`config.mk`:
```
export PLATFORM = sky130hd
export DESIGN_NAME = multicycle_control_fsm
export DESIGN_NICKNAME = d
export VERILOG_FILES = /design/src/rtl/multicycle_control_fsm_pkg.sv /design/src/rtl/instr_class_decode.sv /design/src/rtl/multicycle_control_fsm.sv
export SDC_FILE = /design/constraint.sdc
export NUM_CORES = 1
export LEC_CHECK = 0
export CAP_MARGIN = 10
export CORE_AREA = 2 2 47 49
export CTS_BUF_LIST = sky130_fd_sc_hd__clkbuf_16
export DETAILED_ROUTE_END_ITERATION = 6
export DIE_AREA = 0 0 49 51
export PLACE_DENSITY = 0.67
export SLEW_MARGIN = 20
export SYNTH_ARGS = -nofsm -noshare
export SYNTH_HDL_FRONTEND = slang
export SYNTH_SLANG_ARGS = --single-unit
```
`constraint.sdc`:
```
create_clock -name Clk -period 2.15 [get_ports Clk]
set_input_delay 0.43 -clock Clk [delete_from_list [all_inputs] [get_ports Clk]]
set_output_delay 0.43 -clock Clk [all_outputs]
set_load 0.05 [all_outputs]
```
`src/rtl/multicycle_control_fsm_pkg.sv`:
```
// Shared types and constants for the multicycle MIPS control unit.
// State encodings are fixed because State is exported for debug.
package control_pkg;

    typedef enum logic [3:0] {
        S_FETCH   = 4'd0,
        S_DECODE  = 4'd1,
        S_MEMADDR = 4'd2,
        S_MEMRD   = 4'd3,
        S_MEMWB   = 4'd4,
        S_MEMWR   = 4'd5,
        S_REXEC   = 4'd6,
        S_RWB     = 4'd7,
        S_BRANCH  = 4'd8,
        S_JUMP    = 4'd9,
        S_IEXEC   = 4'd10,
        S_IWB     = 4'd11,
        S_TRAP    = 4'd12
    } state_e;

    localparam logic [5:0] OP_RTYPE = 6'h00;
    localparam logic [5:0] OP_LW    = 6'h23;
    localparam logic [5:0] OP_SW    = 6'h2B;
    localparam logic [5:0] OP_BEQ   = 6'h04;
    localparam logic [5:0] OP_J     = 6'h02;
    localparam logic [5:0] OP_ADDI  = 6'h08;

    localparam logic [5:0] FN_ADD = 6'h20;
    localparam logic [5:0] FN_SUB = 6'h22;
    localparam logic [5:0] FN_AND = 6'h24;
    localparam logic [5:0] FN_OR  = 6'h25;
    localparam logic [5:0] FN_SLT = 6'h2A;

    localparam logic [1:0] ALUOP_ADD   = 2'b00;
    localparam logic [1:0] ALUOP_SUB   = 2'b01;
    localparam logic [1:0] ALUOP_FUNCT = 2'b10;

    typedef struct packed {
        logic mem;
        logic rtype;
        logic branch;
        logic jump;
        logic imm;
        logic illegal;
    } iclass_t;

endpackage

```
`src/rtl/instr_class_decode.sv`:
```
// Combinational instruction classifier: opcode/funct to a one-hot class.
// store_o qualifies the mem class (SW vs LW).
module instr_class_decode
    import control_pkg::*;
#(
    parameter int OPCODE_W = 6,
    parameter int FUNCT_W  = 6
) (
    input  logic [OPCODE_W-1:0] opcode_i,
    input  logic [FUNCT_W-1:0]  funct_i,
    output iclass_t             class_o,
    output logic                store_o
);

    logic funct_ok;

    always_comb begin
        funct_ok = (funct_i == FUNCT_W'(FN_ADD)) || (funct_i == FUNCT_W'(FN_SUB)) ||
                   (funct_i == FUNCT_W'(FN_AND)) || (funct_i == FUNCT_W'(FN_OR))  ||
                   (funct_i == FUNCT_W'(FN_SLT));
    end

    always_comb begin
        class_o = '0;
        store_o = 1'b0;
        if (opcode_i == OPCODE_W'(OP_LW)) begin
            class_o.mem = 1'b1;
        end else if (opcode_i == OPCODE_W'(OP_SW)) begin
            class_o.mem = 1'b1;
            store_o     = 1'b1;
        end else if (opcode_i == OPCODE_W'(OP_RTYPE) && funct_ok) begin
            class_o.rtype = 1'b1;
        end else if (opcode_i == OPCODE_W'(OP_BEQ)) begin
            class_o.branch = 1'b1;
        end else if (opcode_i == OPCODE_W'(OP_J)) begin
            class_o.jump = 1'b1;
        end else if (opcode_i == OPCODE_W'(OP_ADDI)) begin
            class_o.imm = 1'b1;
        end else begin
            class_o.illegal = 1'b1;
        end
    end

endmodule

```
`src/rtl/multicycle_control_fsm.sv`:
```
// Multicycle MIPS control FSM: Moore decode of the state register, with
// optional MemReady gating in the memory states.
module multicycle_control_fsm
    import control_pkg::*;
#(
    parameter int OPCODE_W      = 6,
    parameter int FUNCT_W       = 6,
    parameter int MEM_HANDSHAKE = 0,
    parameter int ILLEGAL_TRAP  = 0
) (
    input  logic                Clk,
    input  logic                reset,
    input  logic [OPCODE_W-1:0] Opcode,
    input  logic [FUNCT_W-1:0]  Funct,
    input  logic                MemReady,
    output logic                IorD,
    output logic                MemRead,
    output logic                MemWrite,
    output logic                MemToReg,
    output logic                IRWrite,
    output logic                RegDst,
    output logic                RegWrite,
    output logic                ALUSrcA,
    output logic                PCWrite,
    output logic                PCWriteCond,
    output logic [1:0]          ALUSrcB,
    output logic [1:0]          ALUOp,
    output logic [1:0]          PCSource,
    output logic                InstrDone,
    output logic                Illegal,
    output logic [3:0]          State
);

    state_e  state_q, state_d;
    logic    store_q, store_d;
    iclass_t cls;
    logic    cls_store;
    logic    ready;

    instr_class_decode #(.OPCODE_W(OPCODE_W), .FUNCT_W(FUNCT_W)) u_decode (
        .opcode_i (Opcode),
        .funct_i  (Funct),
        .class_o  (cls),
        .store_o  (cls_store)
    );

    assign ready = (MEM_HANDSHAKE == 0) || MemReady;
    assign State = state_q;

    always_ff @(posedge Clk) begin
        if (reset) begin
            state_q <= S_FETCH;
            store_q <= 1'b0;
        end else begin
            state_q <= state_d;
            store_q <= store_d;
        end
    end

    always_comb begin
        state_d     = state_q;
        store_d     = store_q;
        IorD        = 1'b0;
        MemRead     = 1'b0;
        MemWrite    = 1'b0;
        MemToReg    = 1'b0;
        IRWrite     = 1'b0;
        RegDst      = 1'b0;
        RegWrite    = 1'b0;
        ALUSrcA     = 1'b0;
        PCWrite     = 1'b0;
        PCWriteCond = 1'b0;
        ALUSrcB     = 2'b00;
        ALUOp       = ALUOP_ADD;
        PCSource    = 2'b00;
        InstrDone   = 1'b0;
        Illegal     = 1'b0;
        unique case (state_q)
            S_FETCH: begin
                // IR/PC commit only on the completing beat so PC bumps once per fetch
                MemRead = 1'b1;
                IRWrite = ready;
                PCWrite = ready;
                ALUSrcB = 2'b01;
                if (ready) state_d = S_DECODE;
            end
            S_DECODE: begin
                ALUSrcB = 2'b11;
                store_d = cls_store;
                if (cls.mem)         state_d = S_MEMADDR;
                else if (cls.rtype)  state_d = S_REXEC;
                else if (cls.branch) state_d = S_BRANCH;
                else if (cls.jump)   state_d = S_JUMP;
                else if (cls.imm)    state_d = S_IEXEC;
                else begin
                    Illegal = 1'b1;
                    state_d = (ILLEGAL_TRAP != 0) ? S_TRAP : S_FETCH;
                end
            end
            S_MEMADDR: begin
                ALUSrcA = 1'b1;
                ALUSrcB = 2'b10;
                state_d = store_q ? S_MEMWR : S_MEMRD;
            end
            S_MEMRD: begin
                MemRead = 1'b1;
                IorD    = 1'b1;
                if (ready) state_d = S_MEMWB;
            end
            S_MEMWB: begin
                RegWrite  = 1'b1;
                MemToReg  = 1'b1;
                InstrDone = 1'b1;
                state_d   = S_FETCH;
            end
            S_MEMWR: begin
                MemWrite  = 1'b1;
                IorD      = 1'b1;
                InstrDone = ready;
                if (ready) state_d = S_FETCH;
            end
            S_REXEC: begin
                ALUSrcA = 1'b1;
                ALUOp   = ALUOP_FUNCT;
                state_d = S_RWB;
            end
            S_RWB: begin
                RegDst    = 1'b1;
                RegWrite  = 1'b1;
                InstrDone = 1'b1;
                state_d   = S_FETCH;
            end
            S_BRANCH: begin
                ALUSrcA     = 1'b1;
                ALUOp       = ALUOP_SUB;
                PCWriteCond = 1'b1;
                PCSource    = 2'b01;
                InstrDone   = 1'b1;
                state_d     = S_FETCH;
            end
            S_JUMP: begin
                PCWrite   = 1'b1;
                PCSource  = 2'b10;
                InstrDone = 1'b1;
                state_d   = S_FETCH;
            end
            S_IEXEC: begin
                ALUSrcA = 1'b1;
                ALUSrcB = 2'b10;
                state_d = S_IWB;
            end
            S_IWB: begin
                RegWrite  = 1'b1;
                InstrDone = 1'b1;
                state_d   = S_FETCH;
            end
            S_TRAP:  state_d = S_TRAP;
            default: state_d = S_FETCH;
        endcase
    end

endmodule

```
==> results of run 1 <==
[path summary, 6_finish.rpt]
kind	end	slack, ns	cells past startpoint
max reg2reg	State[2]$_SDFF_PP0_	0.72	6
min reg2reg	store_q$_SDFFE_PP0P_	0.48	2
min	store_q$_SDFFE_PP0P_	0.48	2
max	Illegal	0.07	6
[final cells by class]
class	count	area, um^2	area share (%)
clock buffer	3	75.1	5.52
clock inverter	1	3.75	0.276
inverter	2	7.51	0.552
multi-input combinational	69	514	37.8
sequential	5	104	7.64
tap	28	35.0	2.58
timing repair buffer	57	621	45.6
[metrics by stage]
step / area [um^2] / instances / TNS (ns) / power (mW) / util [%]
after floorplan: 647 / 82 / -1.79 / 0.190 / -
after global placement: 1250 / 157 / -0.155 / 0.283 / 60.5
after detailed placement: 1250 / 157 / -0.185 / 0.286 / 60.5
after CTS: 1350 / 164 / 0 / 0.584 / 65.6
after global routing: 1360 / 165 / 0 / 0.604 / 65.9
final: 1360 / 165 / 0 / 0.580 / 65.9
[cells in the mapped netlist, drive strengths merged (2+ instances only)]
cell,number
nand2b,7
nor2,9
o21ai,3
nor3,9
inv,2
xor2,2
a21boi,2
nand3b,3
nor3b,2
nand3,3
nand2,6
a21oi,8
buf,5
dfxtp,5
[registers in the layout (all words and copies together), names as in the netlist]
signal,flops
State,4
store_q,1
[metal layers]
metal / GRT usage (%) / share of wire, % / vias up
met5: 0 / 0 / -
met4: 4.29 / 0 / 0
met3: 3.51 / 5.8 / 0
met2: 35.2 / 56 / 32
met1: 15.3 / 38 / 345
li1: - / - / 404
[power groups by stage]
| stage | logic (mW) | clock network (mW) | registers [mW] |
|---|---|---|---|
| 3_5_place_dp | 0.185 | 0 | 0.102 |
| 5_1_grt | 0.194 | 0.309 | 0.101 |
| 6_report | 0.183 | 0.297 | 0.101 |
| 2_1_floorplan | 0.0828 | 0 | 0.107 |
| 4_1_cts | 0.184 | 0.299 | 0.101 |
| 3_3_place_gp | 0.182 | 0 | 0.101 |
[cells by family after synthesis]
| kind of cell | count (synthesis) | share of synthesized area [%] |
|---|---|---|
| multiplexers | 1 | 1.73 |
| flip-flops | 5 | 17.3 |
| XOR/XNOR | 3 | 4.55 |
| AO/OA/AOI/OAI | 21 | 26.8 |
| buffers and inverters | 8 | 6.71 |
| AND/OR/NAND/NOR | 44 | 42.9 |
[tightest hold or removal path, cell delays in order, from the launching register on]
cell and delay (ns):
sky130_fd_sc_hd__dfxtp_1 0.31, sky130_fd_sc_hd__nand2b_1 0.07, sky130_fd_sc_hd__a21oi_1 0.05
[timing repair]
item / CTS / global route
buffers inserted: 3 / 1
pin swaps: 6 / 2
resized for setup: 12 / 0
setup endpoints to repair: 1 / 1
==> flow_summary.html, run 1 <==
<table>
<tr><th>Metric</th><th>Value</th></tr>
<tr><th colspan="2">Synth</th></tr>
<tr><td>YS warnings</td><td>0</td></tr>
<tr><td>Mapped Cells</td><td>82</td></tr>
<tr><td>Nets in the synthesized netlist</td><td>97</td></tr>
<tr><td>Cell types with the largest area share after synthesis</td><td>sky130_fd_sc_hd__dfxtp_1, sky130_fd_sc_hd__nand2b_1, sky130_fd_sc_hd__a21oi_1</td></tr>
<tr><td>Portion of synthesized cell area occupied by the leading cell type</td><td>17.3%</td></tr>
<tr><td>EDFF count, synth</td><td>0</td></tr>
<tr><td>Post-synth cell types</td><td>36</td></tr>
<tr><td>Share of flip-flops with an asynchronous set or reset after synthesis</td><td>0%</td></tr>
<tr><td>Count of state elements after synthesis</td><td>5</td></tr>
<tr><td>Average footprint of a synthesized cell</td><td>7.05 um^2</td></tr>
<tr><td>Prevailing post-synth register cell</td><td>sky130_fd_sc_hd__dfxtp_1</td></tr>
<tr><td>Sequential fraction of the synthesis area</td><td>17.3%</td></tr>
<tr><td>Cell Area, Synth</td><td>578 um^2</td></tr>
<tr><td>Post-synth top area cell</td><td>sky130_fd_sc_hd__dfxtp_1</td></tr>
<tr><th colspan="2">Worst setup path</th></tr>
<tr><td>Series of cell instances along the critical path</td><td>clkdlybuf4s50_1 -&gt; mux2i_1 -&gt; nand2_1 -&gt; a2111oi_4 -&gt; nor3b_4 -&gt; buf_6</td></tr>
<tr><td>Critical Path Max Stage Delay</td><td>0.42 ns</td></tr>
<tr><td>Worst path bufs/invs</td><td>2</td></tr>
<tr><td>CP endpoint kind</td><td>output pin</td></tr>
<tr><td>Startpoint class of the critical path</td><td>input port</td></tr>
<tr><td>Start-to-end type of the worst setup path</td><td>input port to output pin</td></tr>
<tr><td>Arrival time reported for the critical path endpoint</td><td>1.65 ns</td></tr>
<tr><td>Critical path fanouts, max</td><td>2</td></tr>
<tr><td>Critical path startpoint</td><td>Funct[2]</td></tr>
<tr><td>CP Data Required Time</td><td>1.72 ns</td></tr>
<tr><td>Cell class contributing the biggest share of worst-path delay</td><td>buffers and inverters</td></tr>
<tr><td>Crit-path slowest cell</td><td>sky130_fd_sc_hd__clkdlybuf4s50_1</td></tr>
<tr><td>Worst r2r src</td><td>State[1]$_SDFF_PP0_</td></tr>
<tr><th colspan="2">Cells and area</th></tr>
<tr><td>Layout overhead on the synthesized area</td><td>135%</td></tr>
<tr><td>Most common library cell in the layout ignoring fill and taps</td><td>sky130_fd_sc_hd__buf_4</td></tr>
<tr><td>Final Net Count</td><td>153</td></tr>
<tr><td>Share of layout cells above drive strength 1</td><td>48.2%</td></tr>
<tr><td>Number of filler cells placed in the layout</td><td>180</td></tr>
<tr><td>Final antenna diode count</td><td>0</td></tr>
<tr><td>Highest-count cells in the layout ignoring fill and taps</td><td>sky130_fd_sc_hd__buf_4, sky130_fd_sc_hd__buf_12, sky130_fd_sc_hd__dlygate4sd2_1</td></tr>
<tr><th colspan="2">STA</th></tr>
<tr><td>Count of final hold-check violations</td><td>0</td></tr>
<tr><td>Upper clock frequency limit</td><td>480 MHz</td></tr>
<tr><td>Transition time of the tightest slew-check pin</td><td>0.501 ns</td></tr>
<tr><td>Worst slew slack as a fraction of its limit</td><td>66.5%</td></tr>
<tr><td>Worst-case clock skew</td><td>0.000682 ns</td></tr>
<tr><td>RSZ-0062 raised after global routing</td><td>false</td></tr>
<tr><td>Final worst hold slack</td><td>0.479 ns</td></tr>
<tr><td>Setup WS post-layout</td><td>0.0660 ns</td></tr>
<tr><td>Period utilization</td><td>96.9%</td></tr>
<tr><td>Count of final max-slew check failures</td><td>0</td></tr>
<tr><td>Final critical-path required period</td><td>2.08 ns</td></tr>
<tr><td>Final-report setup violation count</td><td>0</td></tr>
<tr><th colspan="2">Global route</th></tr>
<tr><td>GR Util All Layers</td><td>16.4%</td></tr>
<tr><td>Number of global-route vias before repair</td><td>744</td></tr>
<tr><td>First-pass GRT wire length</td><td>3220 um</td></tr>
<tr><td>Grt total ovfl</td><td>0</td></tr>
<tr><td>Antenna violations before repair</td><td>0</td></tr>
<tr><td>Largest net degree at the start of global routing</td><td>18</td></tr>
<tr><th colspan="2">Floorplanning</th></tr>
<tr><td>Die boundary width</td><td>49 um</td></tr>
<tr><td>Initial core utilization</td><td>28.0%</td></tr>
<tr><td>Num rows</td><td>17</td></tr>
<tr><td>Top-Level Pins</td><td>37</td></tr>
<tr><td>Std-Cell Core Area</td><td>2060 um^2</td></tr>
<tr><td>Die Y</td><td>51 um</td></tr>
<tr><td>Die outline area</td><td>2500 um^2</td></tr>
<tr><th colspan="2">Pwr</th></tr>
<tr><td>Worst vdd rail ir drop</td><td>410 uV</td></tr>
<tr><td>Leakage power figure</td><td>0.575 nW</td></tr>
<tr><td>Sw power</td><td>156 uW</td></tr>
<tr><td>Power density over the cells</td><td>426 nW/um^2</td></tr>
<tr><td>Sequential Power Share</td><td>17.3%</td></tr>
<tr><td>Relative contribution of combinational cells to total power</td><td>31.5%</td></tr>
<tr><td>P_int</td><td>424 uW</td></tr>
<tr><td>Switching share of total power</td><td>26.9%</td></tr>
<tr><td>Part of the total power dissipated in the clock network</td><td>51.2%</td></tr>
<tr><th colspan="2">Placed design</th></tr>
<tr><td>Number of port buffers</td><td>35</td></tr>
<tr><td>Routability congestion estimate from global placement</td><td>0.731</td></tr>
<tr><td>Setup WS pre-CTS</td><td>-0.185 ns</td></tr>
<tr><td>DP HPWL</td><td>1520 um</td></tr>
<tr><th colspan="2">Clocking</th></tr>
<tr><td>Clk_lat worst skew</td><td>0.22 ns</td></tr>
<tr><td>Number of buffers created by CTS</td><td>3</td></tr>
<tr><td>CTS tree</td><td>built</td></tr>
<tr><td>Buffer cell driving the clock tree root</td><td>sky130_fd_sc_hd__clkbuf_16</td></tr>
<tr><td>Clock-pin slew on the worst setup and hold paths</td><td>0.03 ns</td></tr>
<tr><td>CTS sink cnt</td><td>5</td></tr>
<tr><td>CTS Buffer Depth</td><td>2</td></tr>
<tr><td>Clock H-tree levels</td><td>1</td></tr>
<tr><td>Number of buffers added to fix hold violations after cts</td><td>0</td></tr>
<tr><th colspan="2">Route</th></tr>
<tr><td>Number of iterations in the first detailed-routing pass</td><td>4</td></tr>
<tr><td>Number of DRC markers after the initial detailed-route iteration</td><td>4</td></tr>
<tr><td>Routed vias</td><td>781</td></tr>
<tr><td>Number of remaining DRC errors</td><td>0</td></tr>
<tr><td>Detail-routed via count per cell</td><td>4.73</td></tr>
<tr><td>Total length of routed wires</td><td>1860 um</td></tr>
<tr><td>Count of nets left with antenna violations after detail routing</td><td>0</td></tr>
<tr><td>DR WL/cell</td><td>11.2 um</td></tr>
<tr><th colspan="2">Min path</th></tr>
<tr><td>Path type of the worst min-delay path</td><td>flip-flop to flip-flop</td></tr>
<tr><td>Start point of the worst hold path</td><td>store_q$_SDFFE_PP0P_</td></tr>
<tr><th colspan="2">Run</th></tr>
<tr><td>Max capacitance violation total</td><td>0</td></tr>
<tr><th colspan="2">Status</th></tr>
<tr><td>Status</td><td>finished clean</td></tr>
</table>
Power figures use the tool's default switching activity.
==> inputs of run 2 (changes only) <==
- ABC_CLOCK_PERIOD_IN_PS: unset -> 2150
- GPL_ROUTABILITY_DRIVEN: unset -> 0
- SLEW_MARGIN: 20 -> unset
==> results of run 2 <==
The final DEF is identical to that of run 1; final timing and power are the same.
==> inputs of run 3 (changes only) <==
- ABC_AREA: unset -> 0
- CTS_CLUSTER_DIAMETER: unset -> 120
- TNS_END_PERCENT: unset -> 100
==> results of run 3 <==
The final DEF is identical to that of run 1; final timing and power are the same.
